<file path="config.mk">
export PLATFORM = sky130hd
export DESIGN_NAME = q_sys_descriptor_fetcher_flat
export DESIGN_NICKNAME = d
export VERILOG_FILES = /design/src/rtl/q_sys_descriptor_fetcher_pkg.sv /design/src/rtl/q_sys_descriptor_fetcher_if.sv /design/src/rtl/q_sys_descriptor_fetcher.sv /design/src/flat_wrapper.sv
export SDC_FILE = /design/constraint.sdc
export NUM_CORES = 1
export LEC_CHECK = 0
export CORE_ASPECT_RATIO = 0.8
export CORE_MARGIN = 2
export CORE_UTILIZATION = 52
export CTS_CLUSTER_DIAMETER = 80
export DETAILED_ROUTE_END_ITERATION = 6
export GPL_ROUTABILITY_DRIVEN = 0
export GPL_TIMING_DRIVEN = 0
export HOLD_SLACK_MARGIN = 0.15
export PLACE_DENSITY = 0.89
export SYNTH_ARGS = -nofsm -noshare
export SYNTH_HDL_FRONTEND = slang
export SYNTH_SLANG_ARGS = --single-unit
export TNS_END_PERCENT = 1
</file>
<file path="constraint.sdc">
create_clock -name clk -period 10.45 [get_ports clk]
set_input_delay 1.045 -clock clk [delete_from_list [all_inputs] [get_ports clk]]
set_output_delay 1.045 -clock clk [all_outputs]
set_load 0.01 [all_outputs]
</file>
<file path="src/rtl/q_sys_descriptor_fetcher_pkg.sv">
// Shared types for the descriptor fetcher: FSM states, descriptor word layout and
// the write-back word format.
package q_sys_descriptor_fetcher_pkg;

    typedef enum logic [2:0] {
        ST_IDLE,
        ST_RD_REQ,
        ST_RD_DATA,
        ST_CHECK,
        ST_EMIT,
        ST_EXEC,
        ST_WB,
        ST_NEXT
    } state_e;

    localparam logic [1:0] WORD_SRC  = 2'd0;
    localparam logic [1:0] WORD_DST  = 2'd1;
    localparam logic [1:0] WORD_NEXT = 2'd2;
    localparam logic [1:0] WORD_CTRL = 2'd3;

    localparam int OWNED_BY_HW_BIT = 31;

    typedef struct packed {
        logic [31:0] src;
        logic [31:0] dst;
        logic [31:0] next;
        logic [31:0] ctrl;
    } desc_t;

    function automatic desc_t set_word(desc_t d, logic [1:0] idx, logic [31:0] w);
        desc_t r;
        r = d;
        case (idx)
            WORD_SRC:  r.src  = w;
            WORD_DST:  r.dst  = w;
            WORD_NEXT: r.next = w;
            default:   r.ctrl = w;
        endcase
        return r;
    endfunction

    // Ownership returns to software; the consumer's status replaces the old status byte.
    function automatic logic [31:0] writeback_word(logic [31:0] ctrl, logic [7:0] status);
        return {1'b0, ctrl[OWNED_BY_HW_BIT-1:24], status, ctrl[15:0]};
    endfunction

endpackage

</file>
<file path="src/rtl/q_sys_descriptor_fetcher_if.sv">
// Avalon-MM master bus plus the descriptor/transfer handshake of the fetcher.
interface q_sys_descriptor_fetcher_if #(
    parameter int ADDR_W = 11
);
    logic [ADDR_W-1:0] m_address;
    logic              m_read;
    logic              m_write;
    logic [3:0]        m_byteenable;
    logic [31:0]       m_writedata;
    logic [31:0]       m_readdata;
    logic              m_waitrequest;

    logic              desc_valid;
    logic              desc_ready;
    logic [31:0]       desc_src;
    logic [31:0]       desc_dst;
    logic [15:0]       desc_len;
    logic              xfer_done;
    logic [7:0]        xfer_status;

    modport master (
        output m_address, m_read, m_write, m_byteenable, m_writedata,
        input  m_readdata, m_waitrequest,
        output desc_valid, desc_src, desc_dst, desc_len,
        input  desc_ready, xfer_done, xfer_status
    );

    modport slave (
        input  m_address, m_read, m_write, m_byteenable, m_writedata,
        output m_readdata, m_waitrequest,
        input  desc_valid, desc_src, desc_dst, desc_len,
        output desc_ready, xfer_done, xfer_status
    );
endinterface

</file>
<file path="src/rtl/q_sys_descriptor_fetcher.sv">
// Walks a linked list of 4-word descriptors: fetch, hand to the consumer, write back
// status with ownership cleared, then follow the next pointer.
module q_sys_descriptor_fetcher
    import q_sys_descriptor_fetcher_pkg::*;
#(
    parameter int ADDR_W    = 11,
    parameter int MAX_CHAIN = 255
) (
    input  logic                       clk,
    input  logic                       reset,
    input  logic                       start,
    input  logic [ADDR_W-1:0]          head_addr,
    q_sys_descriptor_fetcher_if.master bus,
    output logic                       busy,
    output logic                       chain_done,
    output logic                       chain_error
);
    localparam int CNT_W = $clog2(MAX_CHAIN + 1);

    state_e            state_q, state_d;
    logic [ADDR_W-1:0] base_q, base_d;
    logic [1:0]        idx_q, idx_d;
    logic [CNT_W-1:0]  count_q, count_d;
    desc_t             desc_q, desc_d;
    logic [7:0]        status_q, status_d;
    logic [ADDR_W-1:0] next_ptr;

    assign next_ptr         = desc_q.next[ADDR_W-1:0];
    assign busy             = (state_q != ST_IDLE);
    assign bus.m_byteenable = 4'b1111;
    assign bus.desc_src     = desc_q.src;
    assign bus.desc_dst     = desc_q.dst;
    assign bus.desc_len     = desc_q.ctrl[15:0];

    // NOTE: sequential state uses non-blocking assignments so every flop samples pre-edge values.
    always_ff @(posedge clk or posedge reset) begin
        if (reset) begin
            state_q  <= ST_IDLE;
            base_q   <= '0;
            idx_q    <= '0;
            count_q  <= '0;
            // NOTE: the descriptor holding registers are reset because desc_* are driven straight from them.
            desc_q   <= '0;
            status_q <= '0;
        end else begin
            state_q  <= state_d;
            base_q   <= base_d;
            idx_q    <= idx_d;
            count_q  <= count_d;
            desc_q   <= desc_d;
            status_q <= status_d;
        end
    end

    always_comb begin
        // NOTE: every next-state value and output gets a default first so no path infers a latch.
        state_d         = state_q;
        base_d          = base_q;
        idx_d           = idx_q;
        count_d         = count_q;
        desc_d          = desc_q;
        status_d        = status_q;
        bus.m_read      = 1'b0;
        bus.m_write     = 1'b0;
        bus.m_address   = '0;
        bus.m_writedata = '0;
        bus.desc_valid  = 1'b0;
        chain_done      = 1'b0;
        chain_error     = 1'b0;

        unique case (state_q)
            ST_IDLE: begin
                if (start) begin
                    base_d  = head_addr;
                    idx_d   = '0;
                    count_d = '0;
                    state_d = ST_RD_REQ;
                end
            end
            ST_RD_REQ: begin
                bus.m_read    = 1'b1;
                bus.m_address = base_q + ADDR_W'(idx_q);
                if (!bus.m_waitrequest) state_d = ST_RD_DATA;
            end
            ST_RD_DATA: begin
                desc_d = set_word(desc_q, idx_q, bus.m_readdata);
                if (idx_q == WORD_CTRL) begin
                    state_d = ST_CHECK;
                end else begin
                    idx_d   = idx_q + 2'd1;
                    state_d = ST_RD_REQ;
                end
            end
            ST_CHECK: begin
                if (desc_q.ctrl[OWNED_BY_HW_BIT]) begin
                    state_d = ST_EMIT;
                end else begin
                    chain_done = 1'b1;
                    state_d    = ST_IDLE;
                end
            end
            ST_EMIT: begin
                bus.desc_valid = 1'b1;
                if (bus.desc_ready) state_d = ST_EXEC;
            end
            ST_EXEC: begin
                if (bus.xfer_done) begin
                    status_d = bus.xfer_status;
                    state_d  = ST_WB;
                end
            end
            ST_WB: begin
                bus.m_write     = 1'b1;
                bus.m_address   = base_q + ADDR_W'(WORD_CTRL);
                bus.m_writedata = writeback_word(desc_q.ctrl, status_q);
                if (!bus.m_waitrequest) state_d = ST_NEXT;
            end
            ST_NEXT: begin
                count_d = count_q + CNT_W'(1);
                // Abort on chain-length overflow or a descriptor that points at itself.
                if (count_q == CNT_W'(MAX_CHAIN - 1) || next_ptr == base_q) begin
                    chain_error = 1'b1;
                    state_d     = ST_IDLE;
                end else begin
                    base_d  = next_ptr;
                    idx_d   = '0;
                    state_d = ST_RD_REQ;
                end
            end
            default: state_d = ST_IDLE;
        endcase
    end

endmodule

</file>
<file path="src/flat_wrapper.sv">
// flat-port wrapper written by rule: the top's interface ports become plain ports
module q_sys_descriptor_fetcher_flat import q_sys_descriptor_fetcher_pkg::*;
#(
    parameter int ADDR_W    = 11,
    parameter int MAX_CHAIN = 255
)
  (clk, reset, start, head_addr, busy, chain_done, chain_error, bus_m_address, bus_m_read, bus_m_write, bus_m_byteenable, bus_m_writedata, bus_m_readdata, bus_m_waitrequest, bus_desc_valid, bus_desc_src, bus_desc_dst, bus_desc_len, bus_desc_ready, bus_xfer_done, bus_xfer_status);
  q_sys_descriptor_fetcher_if #(.ADDR_W(ADDR_W)) bus_i ();
  input  logic clk;
  input  logic reset;
  input  logic start;
  input  logic [ADDR_W-1:0] head_addr;
  output logic busy;
  output logic chain_done;
  output logic chain_error;
  output wire logic [$bits(bus_i.m_address)-1:0] bus_m_address;
  output wire logic [$bits(bus_i.m_read)-1:0] bus_m_read;
  output wire logic [$bits(bus_i.m_write)-1:0] bus_m_write;
  output wire logic [$bits(bus_i.m_byteenable)-1:0] bus_m_byteenable;
  output wire logic [$bits(bus_i.m_writedata)-1:0] bus_m_writedata;
  input wire logic [$bits(bus_i.m_readdata)-1:0] bus_m_readdata;
  input wire logic [$bits(bus_i.m_waitrequest)-1:0] bus_m_waitrequest;
  output wire logic [$bits(bus_i.desc_valid)-1:0] bus_desc_valid;
  output wire logic [$bits(bus_i.desc_src)-1:0] bus_desc_src;
  output wire logic [$bits(bus_i.desc_dst)-1:0] bus_desc_dst;
  output wire logic [$bits(bus_i.desc_len)-1:0] bus_desc_len;
  input wire logic [$bits(bus_i.desc_ready)-1:0] bus_desc_ready;
  input wire logic [$bits(bus_i.xfer_done)-1:0] bus_xfer_done;
  input wire logic [$bits(bus_i.xfer_status)-1:0] bus_xfer_status;
  assign bus_m_address = bus_i.m_address;
  assign bus_m_read = bus_i.m_read;
  assign bus_m_write = bus_i.m_write;
  assign bus_m_byteenable = bus_i.m_byteenable;
  assign bus_m_writedata = bus_i.m_writedata;
  assign bus_i.m_readdata = bus_m_readdata;
  assign bus_i.m_waitrequest = bus_m_waitrequest;
  assign bus_desc_valid = bus_i.desc_valid;
  assign bus_desc_src = bus_i.desc_src;
  assign bus_desc_dst = bus_i.desc_dst;
  assign bus_desc_len = bus_i.desc_len;
  assign bus_i.desc_ready = bus_desc_ready;
  assign bus_i.xfer_done = bus_xfer_done;
  assign bus_i.xfer_status = bus_xfer_status;
  q_sys_descriptor_fetcher #(.ADDR_W(ADDR_W), .MAX_CHAIN(MAX_CHAIN)) u_core (.clk(clk), .reset(reset), .start(start), .head_addr(head_addr), .bus(bus_i), .busy(busy), .chain_done(chain_done), .chain_error(chain_error));
endmodule
</file>
==> results.md <==
- Met3 Wirelength: 1417 um
- Hold Crit Class: reg -> reg
- Min Tclk post-route: 4403 ps
- Clock latency on the worst-skew pair: 420 ps
- Commonest non-fill, non-tap cell in the layout: clkdlybuf4s50_1
- Synth cell types: 43
- Crit Path Class: reg -> out
- Routed vias/inst: 4.952
- Fill cell count: 788
- Largest cells by area after synthesis: dfrtp_1 (49%), mux2_2 (18%), buf_4 (9.7%)
- Worst reg2reg startpoint: u_core.base_q[4]
- Crit Path Max Fanout: 10
- Hold EP: u_core.bus.desc_src[15]
- Largest net degree at the start of global routing: 68
- First-pass DRT Iterations: 4
- Fmax: 227.1 MHz
- Sequential cell area: 3278 um^2
- Max_slew headroom: 59.10%
- Non-Filler Instances: 956
- First-pass GRT wire length: 25840 um
- Synth async-reset ratio: 100.0%
- Initial antenna violation count: 0
- Post-route setup slack: 6047 ps
- Final setup fails: 0
- Clock tree buffer depth: 2
- LEAKAGE: 4.281 nW
- Startpoint Class: flop
- DR top layer: met4
- HP Start: u_core.bus.desc_src[15]
- Initial DRC Count: 277
- Worst R2R Path Depth: 6
- CP max stage cell: clkdlybuf4s50_1
- Die W: 130.5 um
- Clk slew on worst S/H paths: 60 ps
- Post_cts resized: 0
- Initial Utilization: 53.93%
- Hold Violations, Final: 0
- Final WL: 16280 um
- Cells on Worst Hold Path: 1
- Ys Warns: 0
- Peak VDD IR: 0.1818 mV
- Die Span Y: 105.2 um
- CTS Buf Count: 17
- Max stage delay on crit path: 540 ps
- Post-layout util: 75.51%
- Average cell area after synthesis: 11.78 um^2
- Worst-Margin Slew: 613.5 ps
- Total vias in the final route: 4734
- Synthesized area: 6656 um^2
- Most used cell, CP: nor2_1
- # DRC: 0
- Total Nets Final: 838
- Max H-tree Level: 4
- CTS tree: done
- EDFF count, synth: 0
- Share of layout cells above drive strength 1: 32.87%
- Synth area leader: dfrtp_1
- CTS root buffer: clkbuf_16
- # clock sinks: 131
- DP Worst Slack: 6506 ps
- Antenna Violating Nets Remaining: 0
- Core footprint: 12340 um^2
- Setup TNS: 0 ps
- Period utilization: 42.13%
- Multi-input logic area: 2603 um^2
- Cell Count Post-Placement: 924
- Hold Buf Count CTS: 0
- Top_reg_cell synth: dfrtp_1
- Reg2reg end: u_core.base_q[7]
- Yosys reg bits: 131
- Max Slew Vio Count: 0
- RSZ-0062 raised after global routing: no
- Area share of the leading cell type in the synthesized netlist: 49.25%
- Met2 wire len: 7957 um
- Seq/Total Area, Yosys: 49.25%
- CP Cell Sequence: buf_2 -> clkbuf_1 -> o21ai_0 -> ha_1 -> fa_1 -> nand3_1 -> nor2_1 -> and3_1 -> xnor2_1 -> nor2_1 -> clkdlybuf4s50_1
- # rows: 36
- Status: finished clean
- Register-to-register setup slack: 8370 ps
- Data required, critical path: 9410 ps
- Met1 Wirelength: 6595 um
- DP HPWL: 11780 um
- Total gr overflow: 0
- IO Port Bufs: 184
- Commonest cells after routing, fill and taps aside: clkdlybuf4s50_1 (184), dfrtp_1 (131), mux2_2 (105), buf_4 (86), nand2_1 (53)
- Crit path DAT: 3360 ps
- Area Growth Syn to Fin: 40.00%
- WL/cell: 17.03 um
- Die area: 13730 um^2
- Pwr/cell area: 269.2 nW/um^2
- Clk_skew: 12.55 ps
- Total setup buffers inserted after CTS: 0
- Total track usage: 24.58%
- Setup crit end kind: primary output
- Antenna diode count: 0
- MaxCap Viol Count: 0
- Syn Inst Count: 565
- I/O pins: 190
- Vias in the first global route: 5182
-- synthesized netlist by cell type (2+ instances only) --
cell	count
nand3_1	10
buf_4	86
nor4_2	2
mux2_1	3
mux2i_1	2
dfrtp_1	131
mux2_4	10
xnor2_1	9
nand2b_1	2
buf_2	14
buf_6	2
nor3b_1	2
mux2_2	105
o21ai_0	14
nand2_1	53
a21oi_1	2
xor2_1	13
nor2b_1	4
inv_1	4
conb_1	2
and3_1	4
nor2_1	18
ha_1	8
and2_1	37
clkbuf_1	9
nor3_1	2
-- flip-flops by register name (all words and copies together), names as in the netlist --
register and count:
u_core.base_q 11, u_core.bus.desc_dst 32, u_core.bus.desc_len 16, u_core.desc_q 19, u_core.state_q 3, u_core.status_q 8, u_core.count_q 8, u_core.idx_q 2
u_core.bus.desc_src 32
-- final cells by class --
cell class,count,area share (%)
flip-flops and latches,131,35.18
multi-input cells,322,27.93
repair buffers,185,20.06
plain buffers,111,8.284
clock buffers,19,4.860
well taps,171,2.296
clock inverters,13,1.182
inverters,4,0.2148
-- critical path: cells and delay by family (launching register included) --
kind	cells	cell delay (ps)
fa+ha+maj	2	670
buf+inv	3	1060
compound gates	1	210
simple gates	4	560
flops	1	330
xor+xnor	1	120
-- power by group --
group          switching [mW]  leakage, nW  internal, mW
sequential              0.138         1.67         0.696
combinational           0.408         2.35         0.706
clock                   0.223        0.267         0.338
total                   0.768         4.28          1.74
-- worst max path at each step --
stage                                  from                end  cells after the start
after floorplan                       reset   u_core.base_q[0]                      1
after global placement                reset  u_core.count_q[4]                      2
after CTS                 u_core.state_q[0]   bus_m_address[8]                     11
final                     u_core.state_q[0]   bus_m_address[8]                     11
after detailed placement  u_core.state_q[0]   bus_m_address[8]                     11
after global routing      u_core.state_q[0]  bus_m_address[10]                     11
-- cell families (layout without fill, tap and decap cells) --
logic type	Yosys count	in the layout	share of synthesized area [%]
flip-flops	131	131	49.25
adder cells (fa/ha/maj)	9	9	1.805
XOR/XNOR	22	22	2.895
buffers and inverters	115	332	11.82
AND/OR/NAND/NOR	143	143	11.22
AO/OA/AOI/OAI	23	23	2.068
other	2	5	0.1128
multiplexers	120	120	20.83
-- stage by stage --
step	hold slack (ps)	area [um^2]	total power [mW]
6_report	494.1	9319	2.509
5_1_grt	507.5	9319	2.640
4_1_cts	494.3	9319	2.525
3_5_place_dp	481.0	8756	1.950
3_3_place_gp	467.6	8723	1.905
2_1_floorplan	448.9	6668	1.466
-- metal layers --
metal / vias to the layer above / GRT usage [%]
li1: 2210 / -
met4: 0 / 8.739
met2: 176 / 40.48
met5: - / 0
met1: 2321 / 29.34
met3: 27 / 9.370
No activity file was read; power rests on OpenSTA's default activity.
